==> src/rtl/uart_imem_loader.sv <==
// UART 8N1 receiver feeding a framed loader that writes little-endian 32-bit words
// into the instruction memory, holding the core in reset while a load is in flight.
module uart_imem_loader #(
    parameter int         CLKS_PER_BIT = 434,
    parameter int         MAX_WORDS    = 20,
    parameter logic [7:0] SYNC_BYTE    = 8'hA5
) (
    input  logic        CLK,
    input  logic        RST,
    input  logic        RX,
    output logic        WE,
    output logic [31:0] A,
    output logic [31:0] WD,
    output logic        CORE_HOLD,
    output logic        DONE,
    output logic        ERR
);

    localparam int CNT_W = $clog2(CLKS_PER_BIT);
    localparam int IDX_W = $clog2(MAX_WORDS + 1);
    localparam logic [CNT_W-1:0] HALF_LAST = CNT_W'(CLKS_PER_BIT / 2 - 1);
    localparam logic [CNT_W-1:0] BIT_LAST  = CNT_W'(CLKS_PER_BIT - 1);

    typedef enum logic [1:0] {RX_IDLE, RX_START, RX_DATA, RX_STOP} rx_state_e;
    typedef enum logic [2:0] {L_SYNC, L_COUNT, L_DATA, L_WRITE, L_DONE} ld_state_e;

    logic             rx_meta_q, rx_sync_q;
    rx_state_e        rx_state_q, rx_state_d;
    logic [CNT_W-1:0] cnt_q, cnt_d;
    logic [2:0]       bit_q, bit_d;
    logic [7:0]       shift_q, shift_d;
    logic             byte_valid_q, byte_valid_d;
    logic             frame_err_q, frame_err_d;

    ld_state_e        ld_state_q, ld_state_d;
    logic [IDX_W-1:0] n_q, n_d;
    logic [IDX_W-1:0] word_idx_q, word_idx_d;
    logic [IDX_W-1:0] word_idx_inc;
    logic [1:0]       byte_idx_q, byte_idx_d;
    logic [31:0]      asm_q, asm_d;
    logic [31:0]      a_q, a_d;
    logic [31:0]      wd_q, wd_d;
    logic             hold_q, hold_d;
    logic             done_q, done_d;
    logic             err_q, err_d;
    logic             count_ok;

    // NOTE: every variable gets a default before the case so no path can infer a latch.
    always_comb begin
        rx_state_d   = rx_state_q;
        cnt_d        = cnt_q;
        bit_d        = bit_q;
        shift_d      = shift_q;
        byte_valid_d = 1'b0;
        frame_err_d  = 1'b0;
        case (rx_state_q)
            RX_IDLE: begin
                cnt_d = '0;
                if (!rx_sync_q) rx_state_d = RX_START;
            end
            RX_START: begin
                if (cnt_q == HALF_LAST) begin
                    cnt_d      = '0;
                    bit_d      = '0;
                    rx_state_d = rx_sync_q ? RX_IDLE : RX_DATA;
                end else begin
                    cnt_d = cnt_q + CNT_W'(1);
                end
            end
            RX_DATA: begin
                if (cnt_q == BIT_LAST) begin
                    cnt_d   = '0;
                    shift_d = {rx_sync_q, shift_q[7:1]};
                    if (bit_q == 3'd7) rx_state_d = RX_STOP;
                    else               bit_d      = bit_q + 3'd1;
                end else begin
                    cnt_d = cnt_q + CNT_W'(1);
                end
            end
            RX_STOP: begin
                if (cnt_q == BIT_LAST) begin
                    cnt_d        = '0;
                    byte_valid_d = rx_sync_q;
                    frame_err_d  = !rx_sync_q;
                    rx_state_d   = RX_IDLE;
                end else begin
                    cnt_d = cnt_q + CNT_W'(1);
                end
            end
            default: rx_state_d = RX_IDLE;
        endcase
    end

    assign word_idx_inc = word_idx_q + IDX_W'(1);
    assign count_ok     = (shift_q != 8'd0) && (int'(shift_q) <= MAX_WORDS);

    always_comb begin
        ld_state_d = ld_state_q;
        n_d        = n_q;
        word_idx_d = word_idx_q;
        byte_idx_d = byte_idx_q;
        asm_d      = asm_q;
        a_d        = a_q;
        wd_d       = wd_q;
        hold_d     = hold_q;
        done_d     = done_q;
        err_d      = err_q;
        case (ld_state_q)
            L_SYNC: begin
                if (byte_valid_q && shift_q == SYNC_BYTE) begin
                    hold_d     = 1'b1;
                    done_d     = 1'b0;
                    err_d      = 1'b0;
                    word_idx_d = '0;
                    byte_idx_d = '0;
                    ld_state_d = L_COUNT;
                end else if (frame_err_q) begin
                    err_d = 1'b1;
                end
            end
            L_COUNT: begin
                if (frame_err_q || (byte_valid_q && !count_ok)) begin
                    err_d      = 1'b1;
                    ld_state_d = L_SYNC;
                end else if (byte_valid_q) begin
                    n_d        = shift_q[IDX_W-1:0];
                    ld_state_d = L_DATA;
                end
            end
            L_DATA: begin
                if (frame_err_q) begin
                    err_d      = 1'b1;
                    ld_state_d = L_SYNC;
                end else if (byte_valid_q) begin
                    asm_d[8*byte_idx_q +: 8] = shift_q;
                    byte_idx_d               = byte_idx_q + 2'd1;
                    if (byte_idx_q == 2'd3) begin
                        // Outputs only change here, so A/WD hold steady between writes.
                        a_d        = {{(30-IDX_W){1'b0}}, word_idx_q, 2'b00};
                        wd_d       = {shift_q, asm_q[23:0]};
                        ld_state_d = L_WRITE;
                    end
                end
            end
            L_WRITE: begin
                word_idx_d = word_idx_inc;
                if (word_idx_inc == n_q) begin
                    hold_d     = 1'b0;
                    done_d     = 1'b1;
                    ld_state_d = L_DONE;
                end else begin
                    byte_idx_d = '0;
                    ld_state_d = L_DATA;
                end
            end
            L_DONE:  ld_state_d = L_SYNC;
            default: ld_state_d = L_SYNC;
        endcase
    end

    // NOTE: sequential state uses non-blocking assignments only.
    always_ff @(posedge CLK or posedge RST) begin
        if (RST) begin
            rx_meta_q    <= 1'b1;
            rx_sync_q    <= 1'b1;
            rx_state_q   <= RX_IDLE;
            cnt_q        <= '0;
            bit_q        <= '0;
            shift_q      <= '0;
            byte_valid_q <= 1'b0;
            frame_err_q  <= 1'b0;
            ld_state_q   <= L_SYNC;
            n_q          <= '0;
            word_idx_q   <= '0;
            byte_idx_q   <= '0;
            asm_q        <= '0;
            a_q          <= '0;
            wd_q         <= '0;
            hold_q       <= 1'b0;
            done_q       <= 1'b0;
            err_q        <= 1'b0;
        end else begin
            rx_meta_q    <= RX;
            rx_sync_q    <= rx_meta_q;
            rx_state_q   <= rx_state_d;
            cnt_q        <= cnt_d;
            bit_q        <= bit_d;
            shift_q      <= shift_d;
            byte_valid_q <= byte_valid_d;
            frame_err_q  <= frame_err_d;
            ld_state_q   <= ld_state_d;
            n_q          <= n_d;
            word_idx_q   <= word_idx_d;
            byte_idx_q   <= byte_idx_d;
            asm_q        <= asm_d;
            a_q          <= a_d;
            wd_q         <= wd_d;
            hold_q       <= hold_d;
            done_q       <= done_d;
            err_q        <= err_d;
        end
    end

    assign WE        = (ld_state_q == L_WRITE);
    assign A         = a_q;
    assign WD        = wd_q;
    assign CORE_HOLD = hold_q;
    assign DONE      = done_q;
    assign ERR       = err_q;

endmodule

==> config.mk <==
export PLATFORM = sky130hd
export DESIGN_NAME = uart_imem_loader
export DESIGN_NICKNAME = d
export VERILOG_FILES = /design/src/rtl/uart_imem_loader.sv
export SDC_FILE = /design/constraint.sdc
export NUM_CORES = 1
export LEC_CHECK = 0
export BUFFER_PORTS_ARGS = -buffer_cell sky130_fd_sc_hd__buf_2
export CAP_MARGIN = 10
export CELL_PAD_IN_SITES_DETAIL_PLACEMENT = 0
export CELL_PAD_IN_SITES_GLOBAL_PLACEMENT = 1
export CORE_ASPECT_RATIO = 1.2
export CORE_MARGIN = 2
export CORE_UTILIZATION = 49
export DETAILED_ROUTE_END_ITERATION = 10
export GPL_TIMING_DRIVEN = 0
export HOLD_SLACK_MARGIN = 0.02
export PLACE_DENSITY = 0.83
export SLEW_MARGIN = 30
export SYNTH_ARGS = -nofsm -noshare
export SYNTH_HDL_FRONTEND = slang
export SYNTH_SLANG_ARGS = --single-unit
==> constraint.sdc <==
create_clock -name CLK -period 8.07 [get_ports CLK]
set_input_delay 0.4035 -clock CLK [delete_from_list [all_inputs] [get_ports CLK]]
set_output_delay 0.4035 -clock CLK [all_outputs]
set_load 0.02 [all_outputs]
# Word-level counts from Yosys, hierarchy flattened
# Cells that the tools add are included.
[totals]
latch_bits = 0
input_bits = 3
regBits = 113
mem_bits_ro = 0
output_inout_bits = 68
memories = 0
mem_bits_rw = 0
[op_classes]
n_mux = 44
reduce_logical = 25
bitwise_logic = 2
n_div = 0
shifts = 2
magnitude_cmp = 1
n_mul = 0
n_addsub = 5
n_eq_ne = 27
[op_table]
columns = ["cell", "count"]
rows = [
  ["$neg 5->34", 1],
  ["$shift 8x34->32 const A", 1],
  ["$shiftx 8x34->32", 1],
  ["$bwmux 32", 1],
  ["$mux 3", 10],
  ["$pmux 9 s3", 1],
  ["$ne 2x2->1 const B", 11],
  ["$mux 2", 10],
  ["$mux 9", 2],
  ["$pmux 3 s4", 1],
  ["$reduce_and 4->1", 3],
  ["$mux 1", 11],
  ["$pmux 5 s2", 1],
  ["$reduce_and 5->1", 2],
  ["$add 9x1->9 const B", 1],
  ["$eq 9x8->1 const B", 1],
  ["$eq 9x9->1 const B", 1],
  ["$ne 3x3->1 const B", 3],
  ["$reduce_and 3->1", 3],
  ["$eq 8x8->1 const B", 1],
  ["$le 8x5->1 const B", 1],
  ["$pmux 2 s4", 1],
  ["$reduce_bool 8->1", 1],
  ["$eq 2x2->1 const B", 3],
  ["24 further kinds", 34],
]

# Longest topological paths before layout
# Gate-level depths: netlist of the first run.
[logic_depth]
word_depth = 7
ltp_mapped = 8
ltp_nobuf = 8

# Worst setup path after synthesis of the first run
# Ideal clock, no wire load.
[synth_timing]
kind = "register to register"
start = "register cnt_q[1]"
end = "register rx_state_q[0]"
stages_incl_launch_ff = 7
t_arrival_ns = 1.807
required_ns = 7.945
setup_time_ns = 0.125
slack_ns = 6.139
cell_sequence = "dfrtp_1 > inv_1 > ha_1 > nor4bb_1 > nand4_1 > a21oi_2 > mux2_2"
[synth_between]
elab_chain_len = 3
word_cells_on_any_way = 6
cone_classes = "eq/ne: 5; reduce/logical: 1"
[synth_rtl]
columns = ["element", "line_no", "text"]
rows = [
  ["start, declared", "29", "logic [CNT_W-1:0] cnt_q, cnt_d;"],
  ["start signal, assigned", "186", "cnt_q <= cnt_d;"],
  ["$eq 9x9->1 / $eq 9x8->1 (equally long branches)", "71, 81, 62", ""],
  ["$ne 2x2->1 (no source line)", "n/a", ""],
  ["$reduce_and 5->1 (no source line) *", "n/a", ""],
  ["end signal, assigned", "185", "rx_state_q <= rx_state_d;"],
  ["end, declared", "28", "rx_state_e rx_state_q, rx_state_d;"],
]
# Every way passes the cells marked *; elsewhere a longest branch is shown, timed or not.
# A chain may end at the register's enable or synchronous reset.

# Worst setup path after layout of the first run
# Same ends and word-level chain as after synthesis.

==> results of run 1 <==
==> layer usage <==
layer  vias up  GRT usage  part of all wire
li1       1531          -                 -
met1      1517      0.224              0.45
met2        54      0.289              0.49
met3        12     0.0302             0.035
met4         0     0.0792             0.024
met5         -          0                 0
==> cell usage in the layout, fill, tap and decap left out, types with 2 or more instances in the layout <==
master / n
dfrtp_1: 103
a21o_1: 2
a22o_1: 5
nor3b_1: 5
conb_1: 27
or3_1: 2
buf_4: 28
nor4bb_1: 2
xnor2_1: 9
xor2_1: 5
inv_1: 10
dfstp_2: 2
nor2b_1: 2
buf_2: 52
nand2b_1: 3
mux2_1: 30
nand4_1: 4
nand3_1: 9
a21oi_1: 8
nor2_1: 22
clkinvlp_4: 2
clkbuf_16: 9
mux2_2: 22
clkbuf_8: 3
and4b_1: 2
o211ai_1: 3
nand2_1: 59
a31oi_1: 3
mux2i_1: 3
o21ai_0: 26
nor3_1: 4
nor4b_1: 2
ha_1: 11
clkbuf_1: 7
==> layout make-up <==
type                            count  area (um2)
Buffer                             43         278
Clock buffer                       13         270
Clock inverter                      3        23.8
Fill cell                         823        3950
Inverter                           11        46.3
Multi-Input combinational cell    284        1920
Sequential cell                   105        2630
Tap cell                          123         154
Timing Repair Buffer               44         243
==> kinds of logic after synthesis <==
| family | Yosys count | share of synthesized area |
|---|---|---|
| compound gates | 54 | 0.0685 |
| xor+xnor | 15 | 0.0304 |
| buf+inv | 54 | 0.0669 |
| other cells | 1 | 0.000786 |
| flops | 105 | 0.551 |
| mux | 55 | 0.129 |
| fa+ha+maj | 11 | 0.0288 |
| simple gates | 122 | 0.124 |
==> power by group through the flow <==
stage | Combinational [mW] | Clock [mW] | Sequential [mW]
6_report | 0.0337 | 0.423 | 0.527
4_1_cts | 0.0342 | 0.428 | 0.527
2_1_floorplan | 0.0288 | 0 | 0.537
5_1_grt | 0.0375 | 0.453 | 0.527
3_5_place_dp | 0.0344 | 0 | 0.537
3_3_place_gp | 0.0318 | 0 | 0.537
==> registers in the layout, summed over array words and instances, names as in the netlist, 2 cells and up, named ones only <==
signal / flops
A: 5
WD: 32
asm_q: 24
bit_q: 3
byte_idx_q: 2
cnt_q: 9
ld_state_q: 3
n_q: 5
shift_q: 8
word_idx_q: 5
==> final timing paths <==
check | slack, ps | endpoint | depth (start not counted)
max | 5860 | rx_state_q[0] | 6
min in group CLK | 160 | rx_meta_q | 1
min reg2reg | 360 | rx_sync_q | 0
min | 100 | WD[4] | 2
max in group asynchronous | 7370 | WD[26] | 3
max reg2reg | 5860 | rx_state_q[0] | 6
==> through the flow <==
stage / cell area, um2 / std cells / util
after floorplan: 4870 / 443 / -
after global placement: 5240 / 609 / 0.550
after detailed placement: 5270 / 610 / 0.554
after CTS: 5560 / 626 / 0.585
after global routing: 5560 / 626 / 0.585
final: 5560 / 626 / 0.585
==> worst reg2reg max path: stages, from the launching register on <==
cell and delay [ps]:
dfrtp_1 410, inv_1 90, ha_1 130, nor4bb_1 320, nand4_1 280, a21oi_2 470
mux2_2 380
==> results.cfg, run 1 <==
[run_status]
status = completed

[timing]
whs_ps = 95.2
worst_pin_slew_ps = 902
fin_crit_ps = 2210
setup_viol_count_final = 0
fin_crit_sh = 0.273
rsz0062_at_grt = no
final_max_slew_viol_count = 0
skew_ps = 5.56
max-slew-margin-rel = 0.397
finalHoldViolCount = 0
worst_slack_ps = 5860
setup_tns_ps = 0
fmax_ghz = 0.453

[yosys]
yosys_warnings = 0
syn_avg_cell_area_um2 = 11.4
ys.flop_type = dfrtp_1
synth.most_common_cell = dfrtp_1
synth.largest_area_cell = dfrtp_1
synth-seq-cells = 105
synth_area_leaders = dfrtp_1 54%, mux2_1 7.1%, mux2_2 5.2%, nand2_1 4.6%, buf_4 4.4%
yosysSeqAreaShare = 0.551
ys_top_cells_by_count = 103 x dfrtp_1, 59 x nand2_1, 30 x mux2_1
synth_enable_flop_cells = 0
yosysTopAreaCellShare = 0.540
syn-cell-area_um2 = 4770
synthArstFlopShare = 1.00
yosysUniqueCellTypes = 45
netlist_instances = 417

[setup_path]
setup.worst_path.start_class = flip-flop
r2r-start = cnt_q[1]
end_kind = flip-flop
max_stage_delay_ps = 470
critPathKind = flip-flop to flip-flop
critPathMaxFanout = 10
arrival_ps = 2430
path_buf_inv = 1
startpoint = cnt_q[1]
critPathTopFamily = simple AND/OR/NAND/NOR gates
crit_required_ps = 8300
path_cells = inv_1 > ha_1 > nor4bb_1 > nand4_1 > a21oi_2 > mux2_2
cp_slowest_cell = a21oi_2

[clock_network]
cts_post_setup_buffers_inserted = 0
ctsResizeCount = 0
ctsHoldBuffers = 0
cts_tree = done
insertion_delay_ps = 340
clockRootBuffer = clkbuf_16
htree_levels = 3
cts.sinks = 105
clk_path_buf_depth = 2
clk_pin_slew_ps = 70
numCtsBuffers = 9

[worst_hold_path]
min_path_type = input port to async pin

[floorplanning]
die_y_um = 112
die_width_um = 94.1
initial_core_util = 0.501
io_pins = 71
rows = 39
core_area_um2 = 9520
dieArea_um2 = 10500

[place]
place_ws_ps = 5860
gp_congestion = 0.807
dpl.hpwl_um = 6030
portBuffers = 43

[route]
vias_per_cell = 4.97
routed_wl_um = 8450
wire_per_inst_um = 13.5
first_iter_violations = 84
drtPass1Iterations = 4
vias = 3114
drtAntennaViolNets = 0
drc = 0

[final_layout]
fin_nets = 512
drive_gt1_frac = 0.249
synthToLayoutAreaGrowth_pct = 16.6
n_antenna_cell = 0

[power_and_ir_drop]
p_leak_nw = 2.89
power.internal_mw = 0.773
total_power_mw = 0.984
peakVddDrop_uv = 102
pwr-share-clk = 0.430
powerDensity_nw_per_um2 = 177
switchingPower_mw = 0.211
seq_power_share = 0.536
switching_share = 0.214
p_comb_frac = 0.034

[grt]
track_usage = 0.175
grt_pass1_wl_um = 14600
grt_overflow = 0
grt_max_degree = 55
antenna_found_initial = 0
first_global_vias = 3104

[run]
cap_violations = 0
(Power assumes the default switching activity.)
==> run 2: changes to the inputs <==
--- a/config.mk
+++ b/config.mk
@@ -5,17 +5,18 @@
 export SDC_FILE = /design/constraint.sdc
 export NUM_CORES = 1
 export LEC_CHECK = 0
+export ABC_AREA = 1
 export BUFFER_PORTS_ARGS = -buffer_cell sky130_fd_sc_hd__buf_2
 export CAP_MARGIN = 10
 export CELL_PAD_IN_SITES_DETAIL_PLACEMENT = 0
 export CELL_PAD_IN_SITES_GLOBAL_PLACEMENT = 1
 export CORE_ASPECT_RATIO = 1.2
 export CORE_MARGIN = 2
-export CORE_UTILIZATION = 49
+export CORE_UTILIZATION = 39
 export DETAILED_ROUTE_END_ITERATION = 10
 export GPL_TIMING_DRIVEN = 0
 export HOLD_SLACK_MARGIN = 0.02
-export PLACE_DENSITY = 0.83
+export PLACE_DENSITY = 0.74
 export SLEW_MARGIN = 30
 export SYNTH_ARGS = -nofsm -noshare
 export SYNTH_HDL_FRONTEND = slang
==> constraint.sdc (replaced) <==
create_clock -name CLK -period 2.01 [get_ports CLK]
set_input_delay 0.1005 -clock CLK [delete_from_list [all_inputs] [get_ports CLK]]
set_output_delay 0.1005 -clock CLK [all_outputs]
set_load 0.02 [all_outputs]
==> run 2 against run 1 <==
Compared with the run above:
- synthesized cell count rose by 36%
- combinational power rose to 4.6 times the previous value
- largest power group unchanged
- first-iteration DRC count rose by 110%
- critical endpoint is now asm_q[22]
- setup slack got worse by 5700 ps
- largest cell class unchanged
- register-to-register slack got worse by 5700 ps
- clock skew rose by 0.70 ps
- critical path depth did not move
- critical path type unchanged
==> results.cfg, run 2 <==
[timing]
whs_ps = 310
fin_crit_sh = 0.930
rsz0062_at_grt = yes
fin_crit_ps = 1870
final_max_slew_viol_count = 0
fmax_ghz = 0.535
worst_slack_ps = 141
setup_viol_count_final = 0
finalHoldViolCount = 0
skew_ps = 6.26

[setup_path]
cp_slowest_cell = dfrtp_1
max_stage_delay_ps = 530
setup.worst_path.start_class = flip-flop
path_buf_inv = 2
end_kind = flip-flop
crit_top_cell = inv_1
arrival_ps = 2140
critPathTopFamily = simple AND/OR/NAND/NOR gates
crit_required_ps = 2280
critPathMaxFanout = 8
critPathKind = flip-flop to flip-flop
path_cells = inv_1 > ha_1 > inv_1 > nor2_1 > nand4_1 > o21ai_0

[yosys]
yosys_warnings = 0
syn-cell-area_um2 = 5010
synth_area_leaders = dfrtp_1 51%, nand2_1 9.6%, inv_1 5.5%, o21ai_0 5.1%, buf_4 4.0%
synth.most_common_cell = nand2_1
synthArstFlopShare = 1.00
syn_avg_cell_area_um2 = 8.83
yosysTopAreaCellShare = 0.514
ys_top_cells_by_count = 128 x nand2_1, 103 x dfrtp_1, 74 x inv_1
yosysSeqAreaShare = 0.525
synth-seq-cells = 105
synth.largest_area_cell = dfrtp_1
netlist_instances = 568
ys.flop_type = dfrtp_1
yosysUniqueCellTypes = 35
synth_enable_flop_cells = 0

[clock_network]
insertion_delay_ps = 350
clockRootBuffer = clkbuf_16
clk_path_buf_depth = 2
cts_tree = done
cts_post_setup_buffers_inserted = 0
clk_pin_slew_ps = 70
htree_levels = 3
numCtsBuffers = 9
cts.sinks = 105

[final_layout]
fin_nets = 668
utilization = 0.472
synthToLayoutAreaGrowth_pct = 18.8
n_antenna_cell = 0
drive_gt1_frac = 0.219
final_common_cell = nand2_1
largest_register_ffs = 32
instances_no_fill = 823
mostFrequentLayoutCells = 128 x nand2_1, 103 x dfrtp_1, 73 x inv_1

[grt]
grt_overflow = 0
grt_pass1_wl_um = 17700
first_global_vias = 3748
use_met1 = 0.199
top_usage_layer = met2
grt_use_met3 = 0.0330
gr-usage-met2 = 0.279
antenna_found_initial = 0
track_usage = 0.164
grt_max_degree = 32

[power_and_ir_drop]
powerDensity_nw_per_um2 = 676
peakVddDrop_uv = 321
p_leak_nw = 2.99
total_power_mw = 4.03

[floorplanning]
die_width_um = 108
initial_core_util = 0.398
io_pins = 71
rows = 45
die_y_um = 128
core_area_um2 = 12600
dieArea_um2 = 13800

[place]
gp_congestion = 0.796
place_ws_ps = 148
dpl.hpwl_um = 8050
portBuffers = 43
placed_cells = 805

[route]
routed_wl_um = 10500
drtPass1Iterations = 4
wire_per_inst_um = 12.8
first_iter_violations = 176
drc = 0
vias_per_cell = 4.61
drtAntennaViolNets = 0
vias = 3790

[worst_hold_path]
min_path_type = input port to async pin

[run_status]
status = completed

[run]
cap_violations = 0
run 2: worst register-to-register path, cell delays in order, from the launching register on:
cell and delay [ps]:
dfrtp_1 530, inv_1 140, ha_1 380, inv_1 90, nor2_1 380, nand4_1 180, o21ai_0 100
run 2: path summary, 6_finish.rpt:
kind / start / to / slack [ps] / cells past startpoint
min in group CLK: rx_meta_q / rx_sync_q / 360 / 0
setup / recovery: byte_idx_q[0] / asm_q[22] / 140 / 6
max in group asynchronous: RST / rx_meta_q / 820 / 6
hold / removal: RST / A[6] / 310 / 3
setup reg to reg: byte_idx_q[0] / asm_q[22] / 140 / 6
hold reg to reg: rx_meta_q / rx_sync_q / 360 / 0
run 2: what timing repair did:
action | CTS | global route
endpoints found under the hold margin | 19 | 0
setup endpoints to repair | 0 | 10
hold buffers | 2 | 0
resized for setup | 0 | 2
run 2: cell type report:
| class | count | area, um2 |
|---|---|---|
| Tap cell | 164 | 205 |
| Inverter | 79 | 300 |
| Clock inverter | 6 | 57.6 |
| Buffer | 40 | 305 |
| Fill cell | 1264 | 6650 |
| Clock buffer | 10 | 239 |
| Timing Repair Buffer | 49 | 330 |
| Sequential cell | 105 | 2630 |
| Multi-Input combinational cell | 370 | 1890 |
run 2: cell families after synthesis:
family / Yosys count / synth area share
AO/OA/AOI/OAI: 93 / 0.111
XOR/XNOR: 3 / 0.00524
adder cells (fa/ha/maj): 11 / 0.0275
buffers and inverters: 119 / 0.120
flip-flops: 105 / 0.525
other: 1 / 0.000748
AND/OR/NAND/NOR: 236 / 0.211
run 2: per-stage QoR:
stage | instance area (um2) | TNS (ps)
3_5_place_dp | 5630 | 0
5_1_grt | 5960 | -25.4
6_report | 5960 | 0
2_1_floorplan | 5110 | 0
4_1_cts | 5950 | 0
3_3_place_gp | 5540 | -4880
run 2: where the power goes:
part	internal, mW	switching (mW)
sequential	2.11	0.00109
clock	0.906	0.853
combinational	0.0583	0.0971
run 2: metal layers:
metal  vias to the layer above  wire length (um)
li1                       1940                 -
met1                      1765              4650
met2                        66              5300
met3                        19               327
met4                         0               271
met5                         -                 0
